File: config.mk
export PLATFORM = sky130hd
export DESIGN_NAME = vram_wr_sched
export DESIGN_NICKNAME = d
export VERILOG_FILES = /design/src/rtl/vram_pkg.sv /design/src/rtl/vram_fill_engine.sv /design/src/rtl/vram_wr_sched.sv
export SDC_FILE = /design/constraint.sdc
export NUM_CORES = 1
export LEC_CHECK = 0
export ABC_AREA = 1
export BUFFER_PORTS_ARGS = -buffer_cell sky130_fd_sc_hd__buf_2
export CELL_PAD_IN_SITES_DETAIL_PLACEMENT = 0
export CELL_PAD_IN_SITES_GLOBAL_PLACEMENT = 2
export CORE_MARGIN = 10
export CORE_UTILIZATION = 28
export CTS_CLUSTER_DIAMETER = 40
export DETAILED_ROUTE_END_ITERATION = 8
export GPL_TIMING_DRIVEN = 0
export PLACE_DENSITY = 0.86
export RECOVER_POWER = 25
export REMOVE_ABC_BUFFERS = 1
export SETUP_SLACK_MARGIN = 0.15
export SYNTH_ARGS = -nofsm -noshare
export SYNTH_HDL_FRONTEND = slang
export SYNTH_SLANG_ARGS = --single-unit
File: constraint.sdc
create_clock -name clk_sys -period 1.7 [get_ports clk_sys]
set_clock_uncertainty 0.05 [all_clocks]
set_input_delay 0.085 -clock clk_sys [delete_from_list [all_inputs] [get_ports clk_sys]]
set_output_delay 0.085 -clock clk_sys [all_outputs]
set_load 0.01 [all_outputs]
File: src/rtl/vram_pkg.sv
// rtl/vram_pkg.sv - shared VRAM write-port types, sizes and address mapping
package vram_pkg;

  localparam int VRAM_BYTES = 32768;
  localparam int VRAM_AW    = 15;

  typedef enum logic [1:0] {
    GNT_NONE,
    GNT_CPU,
    GNT_LD,
    GNT_FILL
  } gnt_e;

  // Byte offset to plane-interleaved word address: bank bits move to the bottom.
  function automatic logic [VRAM_AW-1:0] vram_map(input logic [VRAM_AW-1:0] a);
    return {a[12:0], a[14:13]};
  endfunction

endpackage

File: src/rtl/vram_fill_engine.sv
// rtl/vram_fill_engine.sv - VRAM clear sequencer, advances one offset per grant
module vram_fill_engine
  import vram_pkg::*;
#(
  parameter bit CLEAR_ON_RESET = 1'b1
) (
  input  logic               clk_sys,
  input  logic               reset,
  input  logic               clear_req_i,
  input  logic               grant_i,
  output logic               busy_o,
  output logic [VRAM_AW-1:0] cnt_o
);

  logic               busy_q, busy_d;
  logic [VRAM_AW-1:0] cnt_q, cnt_d;

  always_comb begin
    busy_d = busy_q;
    cnt_d  = cnt_q;
    if (grant_i) begin
      if (cnt_q == VRAM_AW'(VRAM_BYTES - 1)) begin
        busy_d = 1'b0;
        cnt_d  = '0;
      end else begin
        cnt_d = cnt_q + VRAM_AW'(1);
      end
    end else if (clear_req_i && !busy_q) begin
      busy_d = 1'b1;
      cnt_d  = '0;
    end
  end

  // busy_q is preloaded during reset so the fill can start on the first free cycle.
  always_ff @(posedge clk_sys) begin
    if (reset) begin
      busy_q <= CLEAR_ON_RESET;
      cnt_q  <= '0;
    end else begin
      busy_q <= busy_d;
      cnt_q  <= cnt_d;
    end
  end

  assign busy_o = busy_q & ~reset;
  assign cnt_o  = cnt_q;

endmodule

File: src/rtl/vram_wr_sched.sv
// rtl/vram_wr_sched.sv - VRAM write-port arbiter: CPU > loader hold > fill engine
module vram_wr_sched
  import vram_pkg::*;
#(
  parameter logic [7:0] CLEAR_VALUE    = 8'h00,
  parameter bit         CLEAR_ON_RESET = 1'b1
) (
  input  logic               clk_sys,
  input  logic               reset,
  input  logic [15:0]        cpu_addr,
  input  logic [7:0]         cpu_din,
  input  logic               cpu_we,
  input  logic [15:0]        ld_addr,
  input  logic [7:0]         ld_data,
  input  logic               ld_valid,
  output logic               ld_ready,
  input  logic               clear_req,
  output logic               clear_busy,
  output logic [VRAM_AW-1:0] vram_waddr,
  output logic [7:0]         vram_wdata,
  output logic               vram_wren
);

  logic               hold_valid_q, hold_valid_d;
  logic [15:0]        hold_addr_q, hold_addr_d;
  logic [7:0]         hold_data_q, hold_data_d;
  logic               wren_q, wren_d;
  logic [VRAM_AW-1:0] waddr_q, waddr_d;
  logic [7:0]         wdata_q, wdata_d;

  logic               cpu_req, ld_req;
  logic [VRAM_AW-1:0] fill_cnt;
  gnt_e               gnt;

  assign cpu_req  = cpu_we & cpu_addr[15];
  assign ld_req   = hold_valid_q & hold_addr_q[15];
  assign ld_ready = ~hold_valid_q & ~reset;

  always_comb begin
    gnt = GNT_NONE;
    if (cpu_req)         gnt = GNT_CPU;
    else if (ld_req)     gnt = GNT_LD;
    else if (clear_busy) gnt = GNT_FILL;
  end

  vram_fill_engine #(
    .CLEAR_ON_RESET(CLEAR_ON_RESET)
  ) u_fill (
    .clk_sys    (clk_sys),
    .reset      (reset),
    .clear_req_i(clear_req),
    .grant_i    (gnt == GNT_FILL),
    .busy_o     (clear_busy),
    .cnt_o      (fill_cnt)
  );

  // A held beat outside the VRAM window is dropped without a write.
  always_comb begin
    hold_valid_d = hold_valid_q;
    hold_addr_d  = hold_addr_q;
    hold_data_d  = hold_data_q;
    if (hold_valid_q && (gnt == GNT_LD || !hold_addr_q[15])) hold_valid_d = 1'b0;
    if (ld_valid && ld_ready) begin
      hold_valid_d = 1'b1;
      hold_addr_d  = ld_addr;
      hold_data_d  = ld_data;
    end
  end

  always_comb begin
    wren_d  = 1'b0;
    waddr_d = waddr_q;
    wdata_d = wdata_q;
    case (gnt)
      GNT_CPU: begin
        wren_d  = 1'b1;
        waddr_d = vram_map(cpu_addr[14:0]);
        wdata_d = cpu_din;
      end
      GNT_LD: begin
        wren_d  = 1'b1;
        waddr_d = vram_map(hold_addr_q[14:0]);
        wdata_d = hold_data_q;
      end
      GNT_FILL: begin
        wren_d  = 1'b1;
        waddr_d = vram_map(fill_cnt);
        wdata_d = CLEAR_VALUE;
      end
      default: ;
    endcase
  end

  always_ff @(posedge clk_sys) begin
    if (reset) begin
      hold_valid_q <= 1'b0;
      hold_addr_q  <= '0;
      hold_data_q  <= '0;
      wren_q       <= 1'b0;
      waddr_q      <= '0;
      wdata_q      <= '0;
    end else begin
      hold_valid_q <= hold_valid_d;
      hold_addr_q  <= hold_addr_d;
      hold_data_q  <= hold_data_d;
      wren_q       <= wren_d;
      waddr_q      <= waddr_d;
      wdata_q      <= wdata_d;
    end
  end

  assign vram_wren  = wren_q;
  assign vram_waddr = waddr_q;
  assign vram_wdata = wdata_q;

endmodule
---- Yosys cells after proc, flatten, opt, wreduce, memory -nomap -nowiden ----
Cells that the tools add are included.
word-level totals
  bits in registers ....................... 65
  latch bits .............................. 0
  RAM bits ................................ 0
  memory bits (read-only) ................. 0
  logic and storage cells ................. 45
  memories kept ........................... 0
operators by class
  add/sub/neg operators ................... 1
  $mul .................................... 0
  divide/modulo/power cells ............... 0
  magnitude comparators ................... 0
  equal/unequal tests ..................... 5
  shift-type cells ........................ 0
  mux-type cells .......................... 14
  bitwise operators ....................... 6
  reduce and logical (&&, ||, !) cells .... 11
operators with widths
  kind                     number
  $mux W15                 3
  $pmux W15 S3             1
  $pmux W8 S3              1
  $add A15 B1 Y15 const B  1
  $eq A15 B15 Y1 const B   1
  $mux W1                  6
  $mux W2                  3
  $and A1 B1 Y1            4
  $eq A2 B2 Y1 const B     2
  $reduce_bool A2 Y1       2
  $logic_and A1 B1 Y1      3
  $reduce_bool A3 Y1       1
  $reduce_or A3 Y1         1
  $eq A2 B1 Y1 const B     1
  $logic_not A1 Y1         2
  $ne A2 B2 Y1 const B     1
  $not A1 Y1               2
  $reduce_and A2 Y1        1
  $logic_or A1 B1 Y1       1

---- Logic depth before layout (Yosys ltp) ----
  depth after elaboration ................. 10
  gate-level depth with buffers ........... 9

---- Modules after synthesis ----
A second synthesis with hierarchy kept.
second synthesis, totals
  cell total of the unflattened synthesis .. 468
  area total of the unflattened synthesis .. 3233.1 um2
modules (own cells, without submodules)
  module            instances  cells each  area an instance (um2)  sequential area each (um2)
  vram_wr_sched     1          327         2279.7                  980.9
  vram_fill_engine  1          141         953.4                   320.3

---- Least setup slack after synthesis ----
Ideal clock, no wire load.
  kind .................................... register to register
  start point ............................. register u_fill.cnt_q[1] (netlist: u_fill.cnt_o[1])
  end point ............................... register u_fill.busy_q
  setup time .............................. 129 ps
  data arrival time ....................... 1188 ps
  required time ........................... 1521 ps
  path slack .............................. 332 ps
  cell stages (with the launch flop) ...... 9
  path buffers ............................ 0
  period minus slack after synthesis ...... 1368 ps
  cells stage by stage .................... dfxtp_1 ha_1 nand2_1 nor2_2 nand2_1 nor2_1 nand2_1 nand3_1 nand3_1
on the way
  longest elaborated chain between the ends .. 3
ends and longest elaborated chain
  item                                line                    text
  from (decl)                         vram_fill_engine.sv:16  logic [VRAM_AW-1:0] cnt_q, cnt_d;
  from (signal assigned)              vram_fill_engine.sv:41  cnt_q <= cnt_d;
  $eq A15 B15 Y1                      vram_fill_engine.sv:22  if (cnt_q == VRAM_AW'(VRAM_BYTES - 1)) begin
  $ne A2 B2 Y1 (no source line)       --
  $reduce_and A2 Y1 (no source line)  --
  to (signal assigned)                vram_fill_engine.sv:40  busy_q <= busy_d;
  to (decl)                           vram_fill_engine.sv:15  logic busy_q, busy_d;
No other way between the ends.
A chain may end at the register's enable or synchronous reset.

---- Final worst setup path ----
  start point ............................. register u_fill.busy_q
  end point ............................... register u_fill.cnt_q[11] (netlist: u_fill.cnt_o[11])
on the way
  longest elaborated chain between the ends .. 6
ends and longest elaborated chain
  item                                            line                    text
  $and A1 B1 Y1                                   vram_fill_engine.sv:45  assign busy_o = busy_q & ~reset;
  $mux W2                                         vram_wr_sched.sv:43     else if (clear_busy) gnt = GNT_FILL;
  $mux W2                                         vram_wr_sched.sv:42     else if (ld_req) gnt = GNT_LD;
  $mux W2                                         vram_wr_sched.sv:41     if (cpu_req) gnt = GNT_CPU;
  $eq A2 B2 Y1                                    vram_wr_sched.sv:52     .grant_i (gnt == GNT_FILL),
  $mux W15 or $reduce_bool A2 Y1 (tied branches)  --
Several ways; a longest one is shown, not always the timed one.

==> qor.yml <==
startpoint_type: "register"
rr_startpoint: "u_fill.busy_q$_SDFFE_PP1P_"
track_usage: 0.1284
power_leakage_nw: 1.590
syn_area_mm2: 0.002870
yosysTopAreaCell: "dfxtp_1"
endpoint_kind: "register"
vias: 2984
fin_cells: 653
cts-root-buf: "clkbuf_8"
syn_area_per_cell_um2: 7.122
grt_pass1_vias: 2985
worstPathRequired_ns: 1.93
drt_pass1_iterations: 4
rows: 36
antenna_found_initial: 0
finalMaxSlewViolations: 0
drc_errors: 0
layout.nets: 570
worstMarginPinSlew_ns: 0.6959
initial_core_util: 0.2910
multi_input_area_mm2: 0.001441
drtIter0Drc: 114
via_per_inst: 4.570
cts_num_sinks: 65
worst-path-max-fanout: 23
synth_most_common_cell: "nand2_1"
vdd_ir_drop_max_mv: 0.4957
holdPathStages: 5
period_share: 0.8695
die_w_um: 121.2
fin_crit_ns: 1.478
place_congestion: 0.8202
setup_viol: 0
place_inst: 595
synth_edf_count: 0
syn_inst: 403
async_flop_share: 0
area_delta_synth_final_pct: 42.55
ys_types: 24
clockBufferDepth: 2
yosysSeqAreaShare: 0.4534
synth_flop_cell: "dfxtp_1"
die_area_mm2: 0.01470
htree_levels: 3
status: "finished clean"
cap_violations: 0
final_core_util: 0.4148
nFillCells: 1048
grt_max_degree: 46
yosysWarnings: 0
arrival_ns: 1.71
rsz0062_at_grt: "yes"
clk_pin_slew_ns: 0.07
drive_gt1_frac: 0.2077
whs_ns: 0.01613
hold_start: "cpu_din[3]"
postRouteAntennaNets: 0
n_antenna_cell: 0
hpwl_um: 5939
ios: 79
cts_tree: "built"
hold_path_class: "input pin to register"
core_area_mm2: 0.009864
insertion_delay_ns: 0.34
hold_violations: 0
wirelength_um: 9251
p_total_mw: 3.488
numCtsBuffers: 9
wl_per_cell_um: 14.17
slew_headroom: 0.5349
synth-seq-cells: 65
fin_setup_tns_ns: 0
fmax_ghz: 0.6766
portBuffers: 78
r2r.worst_path.cells: 8
yosys-top-cells-area: "dfxtp_1, a21oi_1, nand2_1"
hold_path_end: "vram_wdata[3]$_SDFFE_PP0P_"
timing.reg2reg.setup_slack_ns: 0.22
crit_type: "register to register"
yosys-top-cells-count: "nand2_1, a21oi_1, dfxtp_1"
power_density_mw_per_mm2: 852.6
grt_pass1_wl_um: 15200
regArea_mm2: 0.001308
yosysTopAreaCellShare: 0.4534
regToRegEndpoint: "u_fill.cnt_o[11]$_SDFFE_PP0P_"
die_y_um: 121.2
grt-ovfl-total: 0
[per-layer routing]
layer | vias to the layer above | GRT usage | part of all wire
li1 | 1566 | - | -
met1 | 1357 | 0.1540 | 0.45
met2 | 55 | 0.2136 | 0.50
met3 | 6 | 0.03490 | 0.043
met4 | 0 | 0.04918 | 0.0085
met5 | - | 0 | 0
[power breakdown]
group	switching [mW]	total (mW)	internal [mW]
Clock	0.588	1.33	0.745
Combinational	0.294	0.513	0.219
Sequential	0.0341	1.64	1.61
[final cells by class]
type / instances / area share
multi-input combinational: 276 / 0.3523
sequential: 65 / 0.3196
timing repair buffer: 121 / 0.1954
inverter: 43 / 0.04434
tap: 133 / 0.04067
clock buffer: 12 / 0.03792
clock inverter: 3 / 0.009786
[metrics by stage]
| stage | cell area, um^2 | setup WS (ns) |
|---|---|---|
| CTS | 3993 | 0.1555 |
| global placement | 3332 | -1.322 |
| finish | 4091 | 0.2219 |
| global route | 4091 | 0.1210 |
| floorplan | 2775 | 0.02583 |
| detailed placement | 3359 | -1.361 |
[placed cells by master, fill, tap and decap left out, drive strengths merged]
| cell | netlist | routed |
|---|---|---|
| nand2 | 78 | 78 |
| buf | 10 | 64 |
| o21ai | 59 | 59 |
| xor2 | 2 | 2 |
| dfxtp | 65 | 65 |
| inv | 43 | 41 |
| o21bai | 1 | 1 |
| dlygate4sd3 | 0 | 35 |
| o211ai | 7 | 7 |
| nand3b | 3 | 3 |
| bufinv | 0 | 1 |
| clkinvlp | 0 | 2 |
| nand4 | 4 | 4 |
| xnor2 | 1 | 1 |
| clkbuf | 10 | 34 |
| nand3 | 14 | 15 |
| nor2 | 35 | 35 |
| clkinv | 0 | 2 |
| a21oi | 69 | 69 |
| o31ai | 1 | 1 |
| ha | 1 | 1 |
[critical path: stages, from the launching register on]
cell	delay [ns]
dfxtp_1	0.38
nand2_2	0.15
inv_2	0.16
nand3_4	0.13
inv_6	0.22
nand2_1	0.11
nor2_1	0.11
nor2_1	0.04
nor2_1	0.07
[registers in the layout, summed over array words and instances, names as in the netlist]
name	count
u_fill.cnt_o	15
hold_valid_q	1
u_fill.busy_q	1
hold_data_q	8
hold_addr_q	16
vram_wren	1
vram_waddr	15
vram_wdata	8
[repair_timing]
item                                    in CTS  in global routing
pin swaps                                    2                  3
buffers inserted                             1                  6
hold endpoints to repair                    35                  0
cloned                                       1                  0
gates resized for setup                     18                 23
endpoints found under the setup margin      57                 40
hold buffers                                35                  0
[worst max-delay path by stage]
| stage | cells past startpoint | to | from | slack, ns |
|---|---|---|---|---|
| 3_5_place_dp | 7 | vram_wdata[4]$_SDFFE_PP0P_ | reset | -1.36 |
| 3_3_place_gp | 7 | vram_wdata[4]$_SDFFE_PP0P_ | reset | -1.32 |
| 5_1_grt | 8 | u_fill.cnt_o[11]$_SDFFE_PP0P_ | u_fill.cnt_o[0]$_SDFFE_PP0P_ | 0.12 |
| 2_1_floorplan | 4 | hold_addr_q[0]$_SDFFE_PP0P_ | hold_valid_q$_SDFFE_PP0P_ | 0.03 |
| 6_report | 8 | u_fill.cnt_o[11]$_SDFFE_PP0P_ | u_fill.busy_q$_SDFFE_PP1P_ | 0.22 |
| 4_1_cts | 8 | u_fill.cnt_o[5]$_SDFFE_PP0P_ | u_fill.cnt_o[0]$_SDFFE_PP0P_ | 0.16 |
[cells by family after synthesis]
kind of cell	share of synthesized area
AO/OA/AOI/OAI	0.2480
AND/OR/NAND/NOR	0.1957
flip-flops	0.4534
buffers and inverters	0.08936
XOR/XNOR	0.009156
adder cells (fa/ha/maj)	0.004359
Note: power is estimated with default switching activity, not from simulation.
